[src/rtl/hilo_md_ctrl.sv]
// Multi-cycle MULT/MULTU/DIV/DIVU sequencer driving the HI/LO write path; stalls EX while busy.
// Optional MDU_DIVZERO_SHORTCUT_EN: divide-by-zero completes straight from IDLE.
module hilo_md_ctrl (
  input  logic        clk,
  input  logic        resetn,
  input  logic        start,
  input  logic [1:0]  op,
  input  logic [31:0] a,
  input  logic [31:0] b,
  input  logic        flush,
  output logic        stall,
  output logic        done,
  output logic        hi_we,
  output logic [31:0] hi_out,
  output logic [31:0] lo_out
);

  typedef enum logic [2:0] {
    S_IDLE = 3'd0,
    S_MUL  = 3'd1,
    S_DIV  = 3'd2,
    S_SIGN = 3'd3,
    S_DONE = 3'd4
  } state_t;

  state_t      r_state;
  state_t      w_next;
  logic        r_signed;
  logic        r_qsign;
  logic        r_rsign;
  logic [4:0]  r_cnt;
  logic [31:0] r_a;      // |dividend| on entry, shifted into the quotient during DIV
  logic [31:0] r_b;
  logic [31:0] r_rem;
  logic [31:0] r_hi;
  logic [31:0] r_lo;

  logic        w_accept;
  logic        w_zshort;
  logic        w_sop;
  logic [31:0] w_abs_a;
  logic [31:0] w_abs_b;
  logic [32:0] w_shift;
  logic        w_ge;
  logic [31:0] w_rem_nxt;
  logic [63:0] w_uprod;
  logic [63:0] w_prod;

  assign w_accept = (r_state == S_IDLE) & start & ~flush;
  assign w_sop    = ~op[0];
  assign w_abs_a  = (w_sop & a[31]) ? (~a + 32'd1) : a;
  assign w_abs_b  = (w_sop & b[31]) ? (~b + 32'd1) : b;

`ifdef MDU_DIVZERO_SHORTCUT_EN
  assign w_zshort = op[1] & (b == 32'd0);
`else
  assign w_zshort = 1'b0;
`endif

  // 33-bit compare: a divisor at or above 2^31 would otherwise lose the shifted-out bit
  assign w_shift   = {r_rem, r_a[31]};
  assign w_ge      = w_shift >= {1'b0, r_b};
  assign w_rem_nxt = w_ge ? (w_shift[31:0] - r_b) : w_shift[31:0];

  assign w_uprod = {32'd0, r_a} * {32'd0, r_b};
  assign w_prod  = (r_signed & r_qsign) ? (~w_uprod + 64'd1) : w_uprod;

  always_ff @(posedge clk or negedge resetn) begin
    if (!resetn) begin
      r_state <= S_IDLE;
    end else begin
      r_state <= w_next;
    end
  end

  always_comb begin
    w_next = r_state;
    stall  = 1'b0;
    done   = 1'b0;
    case (r_state)
      S_IDLE: begin
        if (w_accept) begin
          stall = 1'b1;
          if (w_zshort) begin
            w_next = S_DONE;
          end else if (op[1]) begin
            w_next = S_DIV;
          end else begin
            w_next = S_MUL;
          end
        end
      end
      S_MUL: begin
        stall  = 1'b1;
        w_next = S_DONE;
      end
      S_DIV: begin
        stall = 1'b1;
        if (r_cnt == 5'd31) begin
          w_next = S_SIGN;
        end
      end
      S_SIGN: begin
        stall  = 1'b1;
        w_next = S_DONE;
      end
      S_DONE: begin
        done   = 1'b1;
        w_next = S_IDLE;
      end
      default: w_next = S_IDLE;
    endcase
    if (flush) begin
      w_next = S_IDLE;
    end
  end

  always_ff @(posedge clk or negedge resetn) begin
    if (!resetn) begin
      r_signed <= 1'b0;
      r_qsign  <= 1'b0;
      r_rsign  <= 1'b0;
      r_cnt    <= 5'd0;
      r_a      <= 32'd0;
      r_b      <= 32'd0;
      r_rem    <= 32'd0;
      r_hi     <= 32'd0;
      r_lo     <= 32'd0;
    end else if (!flush) begin
      case (r_state)
        S_IDLE: begin
          if (w_accept) begin
            r_signed <= w_sop;
            r_qsign  <= w_sop & (a[31] ^ b[31]);
            r_rsign  <= w_sop & a[31];
            r_a      <= w_abs_a;
            r_b      <= w_abs_b;
            r_cnt    <= 5'd0;
            r_rem    <= 32'd0;
            if (w_zshort) begin
              r_hi <= a;
              r_lo <= 32'hFFFF_FFFF;
            end
          end
        end
        S_MUL: begin
          r_hi <= w_prod[63:32];
          r_lo <= w_prod[31:0];
        end
        S_DIV: begin
          r_rem <= w_rem_nxt;
          r_a   <= {r_a[30:0], w_ge};
          r_cnt <= r_cnt + 5'd1;
        end
        S_SIGN: begin
          r_lo <= (r_signed & r_qsign) ? (~r_a + 32'd1) : r_a;
          r_hi <= (r_signed & r_rsign) ? (~r_rem + 32'd1) : r_rem;
        end
        default: ;
      endcase
    end
  end

  assign hi_we  = done;
  assign hi_out = r_hi;
  assign lo_out = r_lo;

endmodule

[config.mk]
export PLATFORM = sky130hd
export DESIGN_NAME = hilo_md_ctrl
export DESIGN_NICKNAME = d
export VERILOG_FILES = /design/src/rtl/hilo_md_ctrl.sv
export SDC_FILE = /design/constraint.sdc
export NUM_CORES = 2
export LEC_CHECK = 0
export BUFFER_PORTS_ARGS = -buffer_cell sky130_fd_sc_hd__buf_2
export CORE_MARGIN = 2
export CORE_UTILIZATION = 40
export CTS_CLUSTER_DIAMETER = 200
export DETAILED_ROUTE_END_ITERATION = 6
export HOLD_SLACK_MARGIN = 0.08
export SLEW_MARGIN = 20
export SYNTH_ARGS = -nofsm -noshare
export SYNTH_HDL_FRONTEND = slang
export SYNTH_SLANG_ARGS = --single-unit
export TNS_END_PERCENT = 5
[constraint.sdc]
create_clock -name clk -period 23.5 [get_ports clk]
set_clock_uncertainty 0.2 [all_clocks]
set_input_delay 1.175 -clock clk [delete_from_list [all_inputs] [get_ports clk]]
set_output_delay 1.175 -clock clk [all_outputs]
set_load 0.05 [all_outputs]
==> impl_metrics.json <==
{
  "syn_avg_cell_area_um2": 8.53,
  "place_congestion": 0.946,
  "cts_tree": "done",
  "met1_usage_pct": 36.1,
  "core_mm2": 0.116,
  "clock_path_buffers": 2,
  "cp.buffers_inverters": 4,
  "crit_start": "r_a[0]",
  "synth_area_leaders": "fa_1 (39%), dfrtp_1 (9.2%), ha_1 (8.2%)",
  "max_stage_delay_ns": 1.04,
  "drt-initial-drc-count": 3175,
  "n_fill_cell": 11700,
  "grt.busiest_layer": "met2",
  "synth_cell_types": 82,
  "vias": 37700,
  "grt_pass1_vias": 39200,
  "finalHoldViolCount": 0,
  "tns_ns": 0,
  "syn_area_mm2": 0.0465,
  "ctsHoldBuffers": 0,
  "cts_root_buf": "clkbuf_16",
  "antenna_found_initial": 13,
  "critPathTopFamily": "adder cells",
  "critPathArrivalTime_ns": 11.07,
  "gr-total-overflow": 0,
  "hold_end": "r_cnt[4]",
  "die_width_um": 345,
  "wl_per_cell_um": 22.5,
  "hold_path_class": "reg -> reg",
  "avgViaCountPerCell": 5.47,
  "ff2ff_path_depth": 26,
  "maxSlewViolCount": 0,
  "met3_usage_pct": 4.14,
  "rsz0062_at_grt": "no",
  "ys.flop_type": "dfrtp_1",
  "cts_buffers": 17,
  "fmax_mhz": 91.8,
  "start_kind": "flip-flop",
  "fin_cells": 6897,
  "hold-path-cell-count": 2,
  "cp_slowest_cell": "dfrtp_1",
  "synthCells": 5449,
  "grt_pass1_wl_um": 240000,
  "finalSetupViolCount": 0,
  "portBuffers": 136,
  "insertion_delay_ns": 0.49,
  "wl_um": 156000,
  "endpoint_kind": "flip-flop",
  "rows": 125,
  "required_ns": 23.68,
  "dp_hpwl_um": 121000,
  "cts_resized": 0,
  "timing.rr.start": "r_a[0]",
  "layout-drive-gt1-share_pct": 5.47,
  "yosys.area.top_type": "fa_1",
  "ys_ff_latch": 171,
  "fin_crit_ns": 10.89,
  "yosysTopAreaCellShare_pct": 38.6,
  "grt_use_met2_pct": 44.2,
  "pin_count": 137,
  "synth_fp_nets": 6719,
  "grt_max_degree": 117,
  "min-delay-start": "r_cnt[4]",
  "fp.dieArea_mm2": 0.119,
  "path_clk_slew_ns": 0.08,
  "path_max_fanout": 16,
  "worstMarginPinSlew_ns": 1.16,
  "drc_errors": 0,
  "status": "finished, final reports clean",
  "cp_common_cell": "fa_1",
  "synth_seq_area_share_pct": 9.20,
  "post-cts-setup-buffers": 0,
  "cap_violations": 0,
  "ys_async_sr_fraction_pct": 100,
  "cts.sinks": 171,
  "timing.hold.ws_ns": 0.278,
  "ant_nets": 0,
  "r2r_slack_ns": 12.61,
  "synth_edf_count": 0,
  "period_share_pct": 46.4,
  "critical_path_class": "reg -> reg",
  "ctsHtreeMaxLevel": 4,
  "grt_usage_pct": 26.7,
  "dr.pass1.iters": 6,
  "reg2reg_to": "hi_out[29]",
  "syn2layout_area_growth_pct": 5.63,
  "initial_core_util_pct": 40.2,
  "nets": 6628,
  "place_inst": 6863,
  "die_h_um": 345,
  "yosysWarnings": 0,
  "slew_headroom_pct": 22.4
}
[cell type report]
cell class / instances / area [um2] / share of cell area [%]
diodes: 2 / 5.00 / 0.0102
clock buffers: 18 / 429 / 0.874
clock inverters: 14 / 155 / 0.316
inverters: 917 / 3440 / 7.01
multi-input cells: 4028 / 37500 / 76.5
flip-flops and latches: 171 / 4280 / 8.71
well taps: 1524 / 1910 / 3.88
repair buffers: 223 / 1340 / 2.73
[tightest hold or removal path, delay by kind of cell, from the launching register on]
kind             cells  cell delay, ns
DFF                  1            0.35
and+or+nand+nor      2            0.10
[through the flow]
step	utilization, %	worst slack [ns]	cell area [um2]
6_report	42.4	12.61	49100
5_1_grt	42.4	12.06	49100
4_1_cts	42.4	12.73	49100
3_5_place_dp	41.9	12.78	48500
3_3_place_gp	41.9	12.78	48500
2_1_floorplan	-	14.74	46500
[Yosys cell counts, types with 7 or more instances]
cell      count
a211oi_1     14
a21boi_0      7
a21o_1       56
a21oi_1     229
a31oi_1      31
and2_1      515
and3_1       26
and4_1       13
buf_1        27
clkbuf_1    303
dfrtp_1     171
fa_1        897
ha_1        303
inv_1       915
mux2i_1      14
nand2_1     709
nand2b_1     21
nand3_1      44
nand3b_1     10
nand4_1      24
nor2_1      278
nor2b_1      16
nor3_1       48
nor3b_1       9
nor4_1       21
nor4b_1       7
o211ai_1     11
o21a_1       19
o21ai_0     253
o21bai_1     12
o221ai_1     10
o22ai_1      30
o31ai_1      32
o41ai_1      12
or2_2         8
or3_1        16
or4_1        15
xnor2_1     142
xor2_1      101
[routing by layer]
layer | vias to the layer above | routed length, um
met2 | 1317 | 73400
met4 | 4 | 5370
met5 | - | 29
met3 | 238 | 11800
met1 | 19400 | 65000
li1 | 16700 | -
[sequential cells by signal, summed over array words and instances, names as in the netlist]
signal	cells
hi_out	32
lo_out	32
r_a	32
r_b	32
r_rem	32
r_cnt	5
r_state	3
r_qsign	1
r_rsign	1
r_signed	1
[worst max path at each step]
stage | to | slack [ns] | depth (start not counted)
2_1_floorplan | hi_out[29] | 14.74 | 24
3_3_place_gp | hi_out[25] | 12.78 | 29
3_5_place_dp | hi_out[29] | 12.78 | 28
4_1_cts | hi_out[29] | 12.73 | 28
5_1_grt | hi_out[29] | 12.06 | 28
6_report | hi_out[29] | 12.61 | 26
[layout by cell type, fill, tap and decap left out, drive strengths merged, types with 21 or more instances in the layout]
| master | n |
|---|---|
| inv | 921 |
| fa | 897 |
| nand2 | 709 |
| and2 | 517 |
| ha | 303 |
| nor2 | 278 |
| o21ai | 256 |
| a21oi | 229 |
| buf | 222 |
| dfrtp | 171 |
| xnor2 | 142 |
| xor2 | 101 |
| a21o | 56 |
| nor3 | 49 |
| nand3 | 44 |
| o31ai | 33 |
| a31oi | 31 |
| o22ai | 30 |
| and3 | 26 |
| nand4 | 24 |
| nor4 | 23 |
| nand2b | 21 |
[cell families (layout without fill, tap and decap cells)]
| family | count (synthesis) | in the layout | synth area share (%) |
|---|---|---|---|
| DFF | 171 | 171 | 9.20 |
| muxes | 16 | 16 | 0.374 |
| buffers and inverters | 1250 | 1172 | 10.1 |
| and+or+nand+nor | 1794 | 1794 | 18.9 |
| other | 0 | 2 | 0 |
| AOI/OAI and AO/OA | 775 | 775 | 10.0 |
| xor gates and xnor gates | 243 | 243 | 4.58 |
| adders and majority gates | 1200 | 1200 | 46.8 |
Power is not shown: default switching activity piles up to over one toggle a cycle in this logic, so the estimate is an artifact.
